**config.mk**
```make
export PLATFORM = sky130hd
export DESIGN_NAME = fetch_unit
export DESIGN_NICKNAME = d
export VERILOG_FILES = /design/src/rtl/cpu_types_pkg.sv /design/src/rtl/fetch_btb.sv /design/src/rtl/fetch_unit.sv
export SDC_FILE = /design/constraint.sdc
export NUM_CORES = 1
export LEC_CHECK = 0
export CAP_MARGIN = 0
export CORE_MARGIN = 4
export CORE_UTILIZATION = 58
export CTS_CLUSTER_SIZE = 25
export DETAILED_ROUTE_END_ITERATION = 8
export DONT_BUFFER_PORTS = 1
export GPL_TIMING_DRIVEN = 0
export PLACE_DENSITY = 0.85
export SLEW_MARGIN = 20
export SYNTH_ARGS = -nofsm -noshare
export SYNTH_HDL_FRONTEND = slang
export SYNTH_SLANG_ARGS = --single-unit
```
**constraint.sdc**
```tcl
create_clock -name clk -period 3.1 [get_ports clk]
set_clock_uncertainty 0.15 [all_clocks]
set_input_delay 0.93 -clock clk [delete_from_list [all_inputs] [get_ports clk]]
set_output_delay 0.93 -clock clk [all_outputs]
set_load 0.02 [all_outputs]
```
**src/rtl/cpu_types_pkg.sv**
```systemverilog
// Shared CPU types for the fetch slice: word type, fetch FSM states and word size.
// Used by fetch_unit and its optional branch target buffer (FETCH_BTB_EN).
package cpu_types_pkg;

   typedef logic [31:0] word_t;

   typedef enum logic [1:0] {
      RUN    = 2'b00,
      REDIR  = 2'b01,
      HALTED = 2'b10
   } fetch_state_t;

   localparam word_t WORD_BYTES = 32'd4;

   // Instruction addresses are word aligned; low two bits are forced to zero.
   function automatic word_t align_word(input word_t addr);
      return {addr[31:2], 2'b00};
   endfunction

endpackage

```
**src/rtl/fetch_btb.sv**
```systemverilog
// Direct-mapped branch target buffer for fetch_unit, present only when FETCH_BTB_EN is defined.
// Lookup is combinational from stored state, so a same-cycle update is seen one cycle later.
module fetch_btb
   import cpu_types_pkg::*;
#(
   parameter int ENTRIES = 4
) (
   input  logic  clk,
   input  logic  nRST,
   input  word_t lookup_pc,
   output logic  hit,
   output word_t target,
   input  logic  upd_valid,
   input  logic  upd_taken,
   input  word_t upd_pc,
   input  word_t upd_target
);

   localparam int IDX   = $clog2(ENTRIES);
   localparam int TAG_W = 32 - IDX - 2;

   logic [ENTRIES-1:0] valid_r;
   logic [TAG_W-1:0]   tag_r    [ENTRIES];
   word_t              target_r [ENTRIES];

   logic [IDX-1:0]     rd_idx_s;
   logic [IDX-1:0]     wr_idx_s;
   logic [TAG_W-1:0]   rd_tag_s;
   logic [TAG_W-1:0]   wr_tag_s;
   logic               unused_s;

   assign rd_idx_s = lookup_pc[IDX+1:2];
   assign rd_tag_s = lookup_pc[31:IDX+2];
   assign wr_idx_s = upd_pc[IDX+1:2];
   assign wr_tag_s = upd_pc[31:IDX+2];
   assign unused_s = ^{lookup_pc[1:0], upd_pc[1:0], upd_target[1:0]};

   assign hit    = valid_r[rd_idx_s] && (tag_r[rd_idx_s] == rd_tag_s);
   assign target = target_r[rd_idx_s];

   // Entry update: taken resolutions allocate, not-taken ones invalidate a matching entry.
   always_ff @(posedge clk or negedge nRST) begin
      if (!nRST) begin
         valid_r <= {ENTRIES{1'b0}};
         for (int i = 0; i < ENTRIES; i++) begin
            tag_r[i]    <= {TAG_W{1'b0}};
            target_r[i] <= 32'h0000_0000;
         end
      end else if (upd_valid) begin
         if (upd_taken) begin
            valid_r[wr_idx_s]  <= 1'b1;
            tag_r[wr_idx_s]    <= wr_tag_s;
            target_r[wr_idx_s] <= align_word(upd_target);
         end else if (valid_r[wr_idx_s] && (tag_r[wr_idx_s] == wr_tag_s)) begin
            valid_r[wr_idx_s]  <= 1'b0;
         end
      end
   end

endmodule

```
**src/rtl/fetch_unit.sv**
```systemverilog
// Instruction fetch stage: PC register, redirect/halt FSM and icache request.
// Define FETCH_BTB_EN to add a fetch_btb predictor for the sequential-advance path.
module fetch_unit
   import cpu_types_pkg::*;
#(
   parameter word_t PC_INIT     = 32'h0000_0000,
   parameter int    BTB_ENTRIES = 4
) (
   input  logic        clk,
   input  logic        nRST,
   input  logic        ihit,
   input  logic [31:0] iload,
   output logic        imemREN,
   output logic [31:0] imemaddr,
   input  logic        freeze,
   input  logic        redirect,
   input  logic [31:0] redirect_pc,
   input  logic        halt,
   input  logic        resolve_valid,
   input  logic        resolve_taken,
   input  logic [31:0] resolve_pc,
   input  logic [31:0] resolve_target,
   output logic [31:0] instr_out,
   output logic [31:0] npc_out,
   output logic        pred_taken_out,
   output logic        flush_out
);

   fetch_state_t state_r, state_next_s;
   word_t        pc_r, pc_next_s;
   word_t        saved_pc_r, saved_next_s;
   word_t        pc_plus4_s;
   word_t        redirect_aligned_s;
   word_t        btb_target_s;
   logic         btb_hit_s;
   logic         flush_s;
   logic         pred_taken_s;
   logic         unused_s;

   assign pc_plus4_s         = pc_r + WORD_BYTES;
   assign redirect_aligned_s = align_word(redirect_pc);
   assign unused_s           = ^{redirect_pc[1:0]};

`ifdef FETCH_BTB_EN
   fetch_btb #(
      .ENTRIES (BTB_ENTRIES)
   ) u_btb (
      .clk        (clk),
      .nRST       (nRST),
      .lookup_pc  (pc_r),
      .hit        (btb_hit_s),
      .target     (btb_target_s),
      .upd_valid  (resolve_valid),
      .upd_taken  (resolve_taken),
      .upd_pc     (resolve_pc),
      .upd_target (resolve_target)
   );
`else
   localparam int unused_btb_entries = BTB_ENTRIES;
   logic unused_resolve_s;

   assign btb_hit_s        = 1'b0;
   assign btb_target_s     = 32'h0000_0000;
   assign unused_resolve_s = ^{resolve_valid, resolve_taken, resolve_pc, resolve_target};
`endif

   // Next-state, next-PC and flush/prediction decode.
   always_comb begin
      state_next_s = state_r;
      pc_next_s    = pc_r;
      saved_next_s = saved_pc_r;
      flush_s      = 1'b0;
      pred_taken_s = 1'b0;
      case (state_r)
         RUN: begin
            if (halt) begin
               state_next_s = HALTED;
            end else if (redirect) begin
               if (ihit) begin
                  pc_next_s = redirect_aligned_s;
                  flush_s   = 1'b1;
               end else begin
                  saved_next_s = redirect_aligned_s;
                  state_next_s = REDIR;
               end
            end else if (freeze) begin
               pc_next_s = pc_r;
            end else if (ihit) begin
               if (btb_hit_s) begin
                  pc_next_s    = btb_target_s;
                  pred_taken_s = 1'b1;
               end else begin
                  pc_next_s = pc_plus4_s;
               end
            end else begin
               pc_next_s = pc_r;
            end
         end
         REDIR: begin
            // A fresh redirect supersedes the pending target.
            if (halt) begin
               state_next_s = HALTED;
            end else if (redirect && ihit) begin
               pc_next_s    = redirect_aligned_s;
               flush_s      = 1'b1;
               state_next_s = RUN;
            end else if (redirect) begin
               saved_next_s = redirect_aligned_s;
            end else if (ihit) begin
               pc_next_s    = saved_pc_r;
               flush_s      = 1'b1;
               state_next_s = RUN;
            end else begin
               pc_next_s = pc_r;
            end
         end
         HALTED: begin
            state_next_s = HALTED;
         end
         default: begin
            state_next_s = RUN;
         end
      endcase
   end

   // State, PC and pending-redirect registers.
   always_ff @(posedge clk or negedge nRST) begin
      if (!nRST) begin
         state_r    <= RUN;
         pc_r       <= align_word(PC_INIT);
         saved_pc_r <= 32'h0000_0000;
      end else begin
         state_r    <= state_next_s;
         pc_r       <= pc_next_s;
         saved_pc_r <= saved_next_s;
      end
   end

   assign imemREN        = (state_r != HALTED);
   assign imemaddr       = pc_r;
   assign instr_out      = iload;
   assign npc_out        = pc_plus4_s;
   assign pred_taken_out = pred_taken_s;
   assign flush_out      = flush_s & nRST;

endmodule

```
* After elaboration in Yosys (flattened, before gate mapping)
Index checks and enable logic that the tools add are counted.
** Word-level totals
- Register bits :: 66
- Input bits :: 136
- Output and inout port bits :: 99
- Word-level logic and storage cells :: 61
** Cells by class
- Add/sub/neg operators :: 1
- Equality and inequality tests :: 18
- Mux-type cells :: 32
- Bitwise operators :: 1
- Reductions and logical operators :: 6
** Operators with widths (count)
- $mux W32 :: 15
- $pmux W32 S2 :: 2
- $add A32 B3 Y32 const B :: 1
- $ne A3 B3 Y1 const B :: 7
- $mux W2 :: 7
- $ne A2 B2 Y1 const B :: 7
- $ne A4 B4 Y1 const B :: 2
- $reduce_and A8 Y1 :: 1
- $reduce_and A7 Y1 :: 1
- $mux W1 :: 6
- $pmux W2 S3 :: 1
- $reduce_and A4 Y1 :: 1
- $eq A2 B1 Y1 const B :: 1
- $eq A2 B2 Y1 const B :: 1
- $logic_not A2 Y1 :: 1
- $pmux W1 S2 :: 1
- $reduce_bool A2 Y1 :: 1
- $and A1 B1 Y1 :: 1
- $logic_and A1 B1 Y1 :: 1

* Longest topological paths before layout
Gate-level depths: netlist of run 1.
- Depth in word-level cells :: 6
- Depth in mapped cells :: 8
- Gate-level depth less buffers :: 6

* Worst setup path before layout of run 1
OpenSTA, ideal clock, no wires.
- Path type :: reg-to-output
- Start point :: register pc_r[5] (netlist: imemaddr[5])
- End point :: output port npc_out[31]
- Arrival :: 2.531 ns
- Required time :: 2.020 ns
- Slack :: -0.511 ns
- Stages on the path, launching flop included :: 9
- Path buffers :: 3
- Path through :: dfrtp_1 -> buf_2 -> nand3_2 -> or4_4 -> buf_6 -> or4_4 -> buf_6 -> nor2_1 -> xor2_1
** Between the ends
- Word-level cells in the longest chain between the ends :: 1
** Ends and longest elaborated chain
- start, declared :: RTL line fetch_unit.sv:30 : word_t pc_r, pc_next_s;
- start signal, assigned :: RTL line fetch_unit.sv:130 : pc_r <= align_word(PC_INIT);
- start signal, assigned :: RTL line fetch_unit.sv:134 : pc_r <= pc_next_s;
- $add A32 B3 Y32 :: RTL line fetch_unit.sv:40 : assign pc_plus4_s = pc_r + WORD_BYTES;
- end, declared :: RTL line fetch_unit.sv:24 : output logic [31:0] npc_out,
No other way between the ends.

* Final worst setup path of run 1
- Start point :: register pc_r[9] (netlist: imemaddr[9])
- End point :: output port npc_out[28]
The elaborated chain is that of the path after synthesis.

==> results of run 1 <==
[metal layers]
layer  vias to the layer above  track usage (%)  part of all wire, %
met4                         0             14.1                  4.1
met1                      1942             37.6                   35
met5                         -                0                    0
met3                        76             9.93                   14
li1                       1652                -                    -
met2                       363             50.9                   47
[layout by cell type (no fill, tap or decap), drive strengths merged, types with 5 or more instances in the layout]
cell / instances
buf: 77
mux2i: 8
a21oi: 24
nor2: 35
inv: 11
or4: 6
nand3: 17
nor3: 15
nor4: 12
mux2: 30
dfrtp: 62
o22ai: 6
nand2: 30
a22oi: 7
xnor2: 15
clkbuf: 32
xor2: 12
o2bb2ai: 6
o21ai: 21
nand4: 5
conb: 5
[synthesized netlist by cell type, drive strengths merged, types with 12 or more instances]
master  count  area (µm²)
nand2      30         113
buf        47         339
mux2       30         338
nand3      17        90.1
dfrtp      62        1550
xor2       12         105
o21ai      21         105
xnor2      15         131
nor2       35         131
nor4       12        81.3
clkbuf     20        75.1
nor3       15        75.1
inv        12        45.0
a21oi      24         120
[state kept, by name, summed over array words and instances (netlist names)]
register    flops
state_r         2
imemaddr       30
saved_pc_r     30
[worst max-delay path by stage]
stage	start	end	depth (start not counted)
after floorplan	imemaddr[8]$_DFFE_PN0P_	npc_out[31]	8
after global placement	ihit	imemaddr[18]$_DFFE_PN0P_	6
after detailed placement	redirect	imemaddr[26]$_DFFE_PN0P_	8
after CTS	imemaddr[5]$_DFFE_PN0P_	npc_out[31]	6
after global routing	imemaddr[9]$_DFFE_PN0P_	npc_out[22]	6
final	imemaddr[9]$_DFFE_PN0P_	npc_out[28]	5
[power by group]
group          leakage, nW  internal (mW)  switching (mW)
Sequential           0.733           1.18           0.684
Clock               0.0861          0.308           0.333
Combinational         1.40          0.742           0.962
[layout make-up]
class,count,share of cell area [%]
multi-input cells,305,49.9
clock inverters,4,0.430
inverters,12,0.931
well taps,96,2.29
plain buffers,64,8.07
flip-flops and latches,62,30.1
clock buffers,12,2.77
repair buffers,33,5.52
[per-stage QoR]
step                      cells  utilization (%)  setup slack [ns]  hold WS [ns]  area [µm²]
after global placement      542             64.5            -0.732         0.338        4380
after CTS                   575             73.1            -0.544         0.111        4970
after detailed placement    543             64.7            -0.690         0.346        4390
final                       588             77.1            -0.588         0.115        5240
after floorplan             446                -            -0.241         0.330        4260
after global routing        588             77.1            -0.623         0.111        5240
[cells by family (layout without fill, tap and decap cells)]
group                    after synthesis  count (layout)  share of synthesized area (%)
adder cells (fa/ha/maj)                1               1                          0.308
other                                  1               5                         0.0924
AO/OA/AOI/OAI                        100             100                           17.0
XOR/XNOR                              27              27                           5.82
buffers and inverters                 79             125                           11.3
flip-flops                            62              62                           38.2
multiplexers                          38              38                           10.3
AND/OR/NAND/NOR                      134             134                           16.9
[timing repair]
item | CTS | global route
pin swaps | 17 | 14
gates resized for setup | 52 | 33
hold buffers | 0 | 0
setup buffers | 18 | 14
setup endpoints to repair | 33 | 27
[critical path, delay by kind of cell (launching register included)]
kind / cells / cell delay [ns]
AND/OR/NAND/NOR: 3 / 1.30
flip-flops: 1 / 0.53
XOR/XNOR: 1 / 0.25
buffers and inverters: 1 / 0.17
==> flow_metrics.py, run 1 <==
metrics = {
    "power_and_ir_drop": {
        "total_power_mw": 4.20,
        "powerDensity_nw_per_um2": 802,
        "power.leakage_nw": 2.22,
        "peakVddDrop_v": 0.000485,
    },
    "floorplan": {
        "coreArea_um2": 6790,
        "die-area_um2": 8400,
        "std_cell_rows": 30,
        "die_y_um": 91.7,
        "dieWidth_um": 91.7,
        "start_util_pct": 59.8,
        "pin_count": 235,
    },
    "finish": {
        "fill_cells": 421,
        "nNetsFinal": 624,
        "multi_input_area_um2": 2610,
        "syn2layout_area_growth_pct": 29.1,
        "seq_area_um2": 1580,
        "drive_above_1_share_pct": 42.3,
        "antennaDiodeCount": 0,
    },
    "place": {
        "io_buffer_count": 0,
        "place_hpwl_um": 8670,
        "place_congestion": 0.902,
    },
    "detailed_routing": {
        "routed_via_density": 6.86,
        "drc": 0,
        "vias": 4033,
        "postRouteAntennaNets": 0,
        "first_iter_violations": 647,
        "routed_wl_um": 14000,
        "routed_wire_length_per_instance_um": 23.8,
        "first_pass_iters": 7,
    },
    "clock_tree": {
        "numCtsBuffers": 9,
        "cts_max_level": 3,
        "cts_tree": "yes",
        "clk_pin_slew_ns": 0.07,
        "clock_latency_ns": 0.35,
        "cts_root_buffer": "clkbuf_8",
        "ctsLongestPathBuffers": 2,
        "clock_sinks": 62,
    },
    "timing": {
        "setup_viol": 18,
        "hold_viol": 0,
        "setup_tns_ns": -7.30,
        "rsz0062_at_grt": "yes",
        "fmax_mhz": 271,
        "fin_crit_ns": 3.69,
        "slew_viol_final": 0,
        "min_period_over_period_pct": 119,
        "relSlewSlack_pct": 49.0,
        "tightest_slew_ns": 0.762,
        "setup_ws_ns": -0.588,
    },
    "setup_path": {
        "reg2reg_slack_ns": 0.28,
        "crit_path_end_kind": "output pin",
        "worst_r2r_endpoint": "imemaddr[28]$_DFFE_PN0P_",
        "crit_top_cell": "or4_4",
        "worstPathRequired_ns": 2.02,
        "reg2reg_depth": 7,
        "cpPeakStageDelay_ns": 0.61,
        "crit_slowest_cell": "or4_4",
        "crit_type": "register to output pin",
        "path_cells": "nand4_4 > buf_4 > or4_4 > or4_4 > xnor2_4",
        "cp-start-kind": "register",
        "arrival_ns": 2.61,
        "rr_startpoint": "imemaddr[9]$_DFFE_PN0P_",
        "worstPathMaxFanout": 6,
    },
    "synthesis": {
        "synth_warnings": 0,
        "synth-seq-cells": 62,
        "synth_cells": 442,
        "yosysSeqAreaShare_pct": 38.2,
        "synthesis.area_um2": 4060,
        "syn_avg_cell_area_um2": 9.19,
        "async_reset_ff_share_pct": 100,
        "synthFlopType": "dfrtp_1",
        "synth.distinct_cells": 54,
        "synth_edf_count": 0,
    },
    "global_route": {
        "grt_max_degree": 64,
        "grt_pass1_vias": 3944,
        "grt.overflow.total": 0,
        "track_usage_pct": 31.2,
        "antenna_found_initial": 0,
        "grt_pass1_wl_um": 20600,
    },
    "status": {
        "violations": "setup timing",
        "status": "complete, but fails checks",
    },
    "worst_hold_path": {
        "hold_path_class": "input port to asynchronous set/reset pin",
    },
    "flow_run": {
        "drv_cap": 0,
    },
}
Power figures use the tool's default switching activity.
==> inputs of run 2 (changes only) <==
--- a/config.mk
+++ b/config.mk
@@ -13,6 +13,7 @@
 export DONT_BUFFER_PORTS = 1
 export GPL_TIMING_DRIVEN = 0
 export PLACE_DENSITY = 0.85
+export RECOVER_POWER = 100
 export SLEW_MARGIN = 20
 export SYNTH_ARGS = -nofsm -noshare
 export SYNTH_HDL_FRONTEND = slang
==> run 2 against run 1 <==
The run still ends with setup timing left. First-iteration DRC count decreased by 11%. Power decreased by 0.78%. Worst hold slack better by 0.0018 ns. Sequential cell count did not move. Non-clock buffer count unchanged. Core utilization fell by 1.9 points.
==> flow_metrics.py, run 2 (synthesis gave the netlist of run 1 again) <==
metrics = {
    "power_and_ir_drop": {
        "combPwrFrac_pct": 40.2,
        "peakVddDrop_v": 0.000472,
        "clkPwrFrac_pct": 15.3,
        "power.leakage_nw": 2.11,
        "p_switching_mw": 1.98,
        "powerDensity_nw_per_um2": 816,
        "internal_power_mw": 2.20,
        "p_seq_share_pct": 44.5,
        "netSwitchingFraction_pct": 47.4,
    },
    "setup_path": {
        "path_cells": "nand4_4 > buf_4 > or4_4 > buf_12 > nor4_4 > xor2_2",
        "critPathBufInv": 2,
        "reg2reg_slack_ns": 0.28,
        "reg2reg_depth": 7,
        "cp-start-kind": "register",
        "crit_path_end_kind": "output pin",
        "crit_slowest_cell": "dfrtp_2",
        "worstPathRequired_ns": 2.02,
        "worst_r2r_endpoint": "imemaddr[28]$_DFFE_PN0P_",
        "rr_startpoint": "imemaddr[9]$_DFFE_PN0P_",
        "cpPeakStageDelay_ns": 0.53,
        "worstPathMaxFanout": 6,
        "crit_type": "register to output pin",
        "cp-startpoint": "imemaddr[9]$_DFFE_PN0P_",
        "cp_top_family": "simple AND/OR/NAND/NOR gates",
        "arrival_ns": 2.60,
    },
    "detailed_routing": {
        "highest_layer": "met4",
        "routed_wire_length_per_instance_um": 23.8,
        "met2WireLength_um": 6590,
        "first_pass_iters": 5,
        "postRouteAntennaNets": 0,
        "routed_via_density": 6.85,
        "routed_wl_um": 14000,
        "wl_met3_um": 1790,
        "drc": 0,
        "first_iter_violations": 575,
        "drt-met1-wl_um": 5050,
        "vias": 4028,
    },
    "clock_tree": {
        "cts_tree": "yes",
        "numCtsBuffers": 9,
        "ctsLongestPathBuffers": 2,
        "cts_max_level": 3,
        "cts_root_buffer": "clkbuf_8",
        "clock_latency_ns": 0.35,
        "clock_sinks": 62,
        "cts_hold_buf": 0,
        "clk_pin_slew_ns": 0.07,
    },
    "global_route": {
        "antenna_found_initial": 0,
        "grt_max_degree": 64,
        "grt_pass1_wl_um": 20600,
        "track_usage_pct": 31.2,
        "grt.overflow.total": 0,
        "grt_pass1_vias": 3944,
    },
    "timing": {
        "rsz0062_at_grt": "yes",
        "relSlewSlack_pct": 47.0,
        "tightest_slew_ns": 0.794,
        "fin_crit_ns": 3.68,
        "setup_viol": 18,
        "hold_viol": 0,
        "min_period_over_period_pct": 119,
        "setup_ws_ns": -0.585,
        "setup_tns_ns": -7.27,
        "whs_ns": 0.117,
        "fmax_mhz": 271,
        "slew_viol_final": 0,
    },
    "finish": {
        "nNetsFinal": 624,
        "fill_cells": 454,
        "syn2layout_area_growth_pct": 25.9,
        "antennaDiodeCount": 0,
        "fin_cells": 588,
        "final_cell_mix": "clkbuf_1 (52), dfrtp_1 (45), nor2_1 (32)",
        "utilization_pct": 75.2,
        "final_common_cell": "clkbuf_1",
        "drive_above_1_share_pct": 34.6,
    },
    "floorplan": {
        "start_util_pct": 59.8,
        "dieWidth_um": 91.7,
        "std_cell_rows": 30,
        "coreArea_um2": 6790,
        "die_y_um": 91.7,
        "die-area_um2": 8400,
        "pin_count": 235,
    },
    "worst_hold_path": {
        "hold_path_class": "input port to asynchronous set/reset pin",
    },
    "place": {
        "place_congestion": 0.902,
        "place_inst": 543,
        "place_hpwl_um": 8670,
        "io_buffer_count": 0,
        "dp_slack_ns": -0.690,
    },
    "flow_run": {
        "drv_cap": 0,
    },
    "status": {
        "violations": "setup timing",
        "status": "complete, but fails checks",
    },
}
## run 2: changes by cell type in the layout (fill, tap and decap cells not counted), sizes merged
cell,before,now
clkbuf,32,64
buf,77,45
## run 2: how the worst max path moves through the flow
stage | to | slack (ns) | cells past startpoint
2_1_floorplan | npc_out[31] | -0.24 | 8
3_3_place_gp | imemaddr[18]$_DFFE_PN0P_ | -0.73 | 6
3_5_place_dp | imemaddr[26]$_DFFE_PN0P_ | -0.69 | 8
4_1_cts | npc_out[31] | -0.54 | 6
5_1_grt | npc_out[22] | -0.62 | 6
6_report | npc_out[22] | -0.58 | 6
## run 2: cell type report
cell class / count / area, µm² / area share [%]
plain buffers: 64 / 303 / 5.92
clock buffers: 12 / 145 / 2.84
clock inverters: 4 / 22.5 / 0.441
inverters: 12 / 48.8 / 0.955
multi-input cells: 305 / 2610 / 51.1
flip-flops and latches: 62 / 1570 / 30.8
well taps: 96 / 120 / 2.35
repair buffers: 33 / 289 / 5.65
## run 2: through the flow
step / area [µm²] / power, mW
floorplan: 4260 / 2.81
CTS: 4970 / 3.96
global route: 5110 / 4.36
finish: 5110 / 4.17
detailed placement: 4390 / 3.12
global placement: 4380 / 3.04
## run 2: per-layer routing
metal,global-route usage [%],vias to the layer above
met1,37.6,1943
met2,50.9,361
met5,0,-
met3,9.93,68
li1,-,1656
met4,14.1,0
## run 2: timing repair
action                     4_1_cts  5_1_grt
cloned                           0        0
setup buffers                   18       14
gates resized for setup         52       33
pin swaps                       17       14
setup endpoints to repair       33       27
## run 2: power groups by stage
| stage | Clock (mW) | Combinational, mW | Sequential (mW) |
|---|---|---|---|
| after global placement | 0 | 1.30 | 1.74 |
| after detailed placement | 0 | 1.35 | 1.77 |
| final | 0.638 | 1.68 | 1.86 |
| after CTS | 0.636 | 1.52 | 1.80 |
| after global routing | 0.675 | 1.78 | 1.90 |
| after floorplan | 0 | 1.16 | 1.65 |
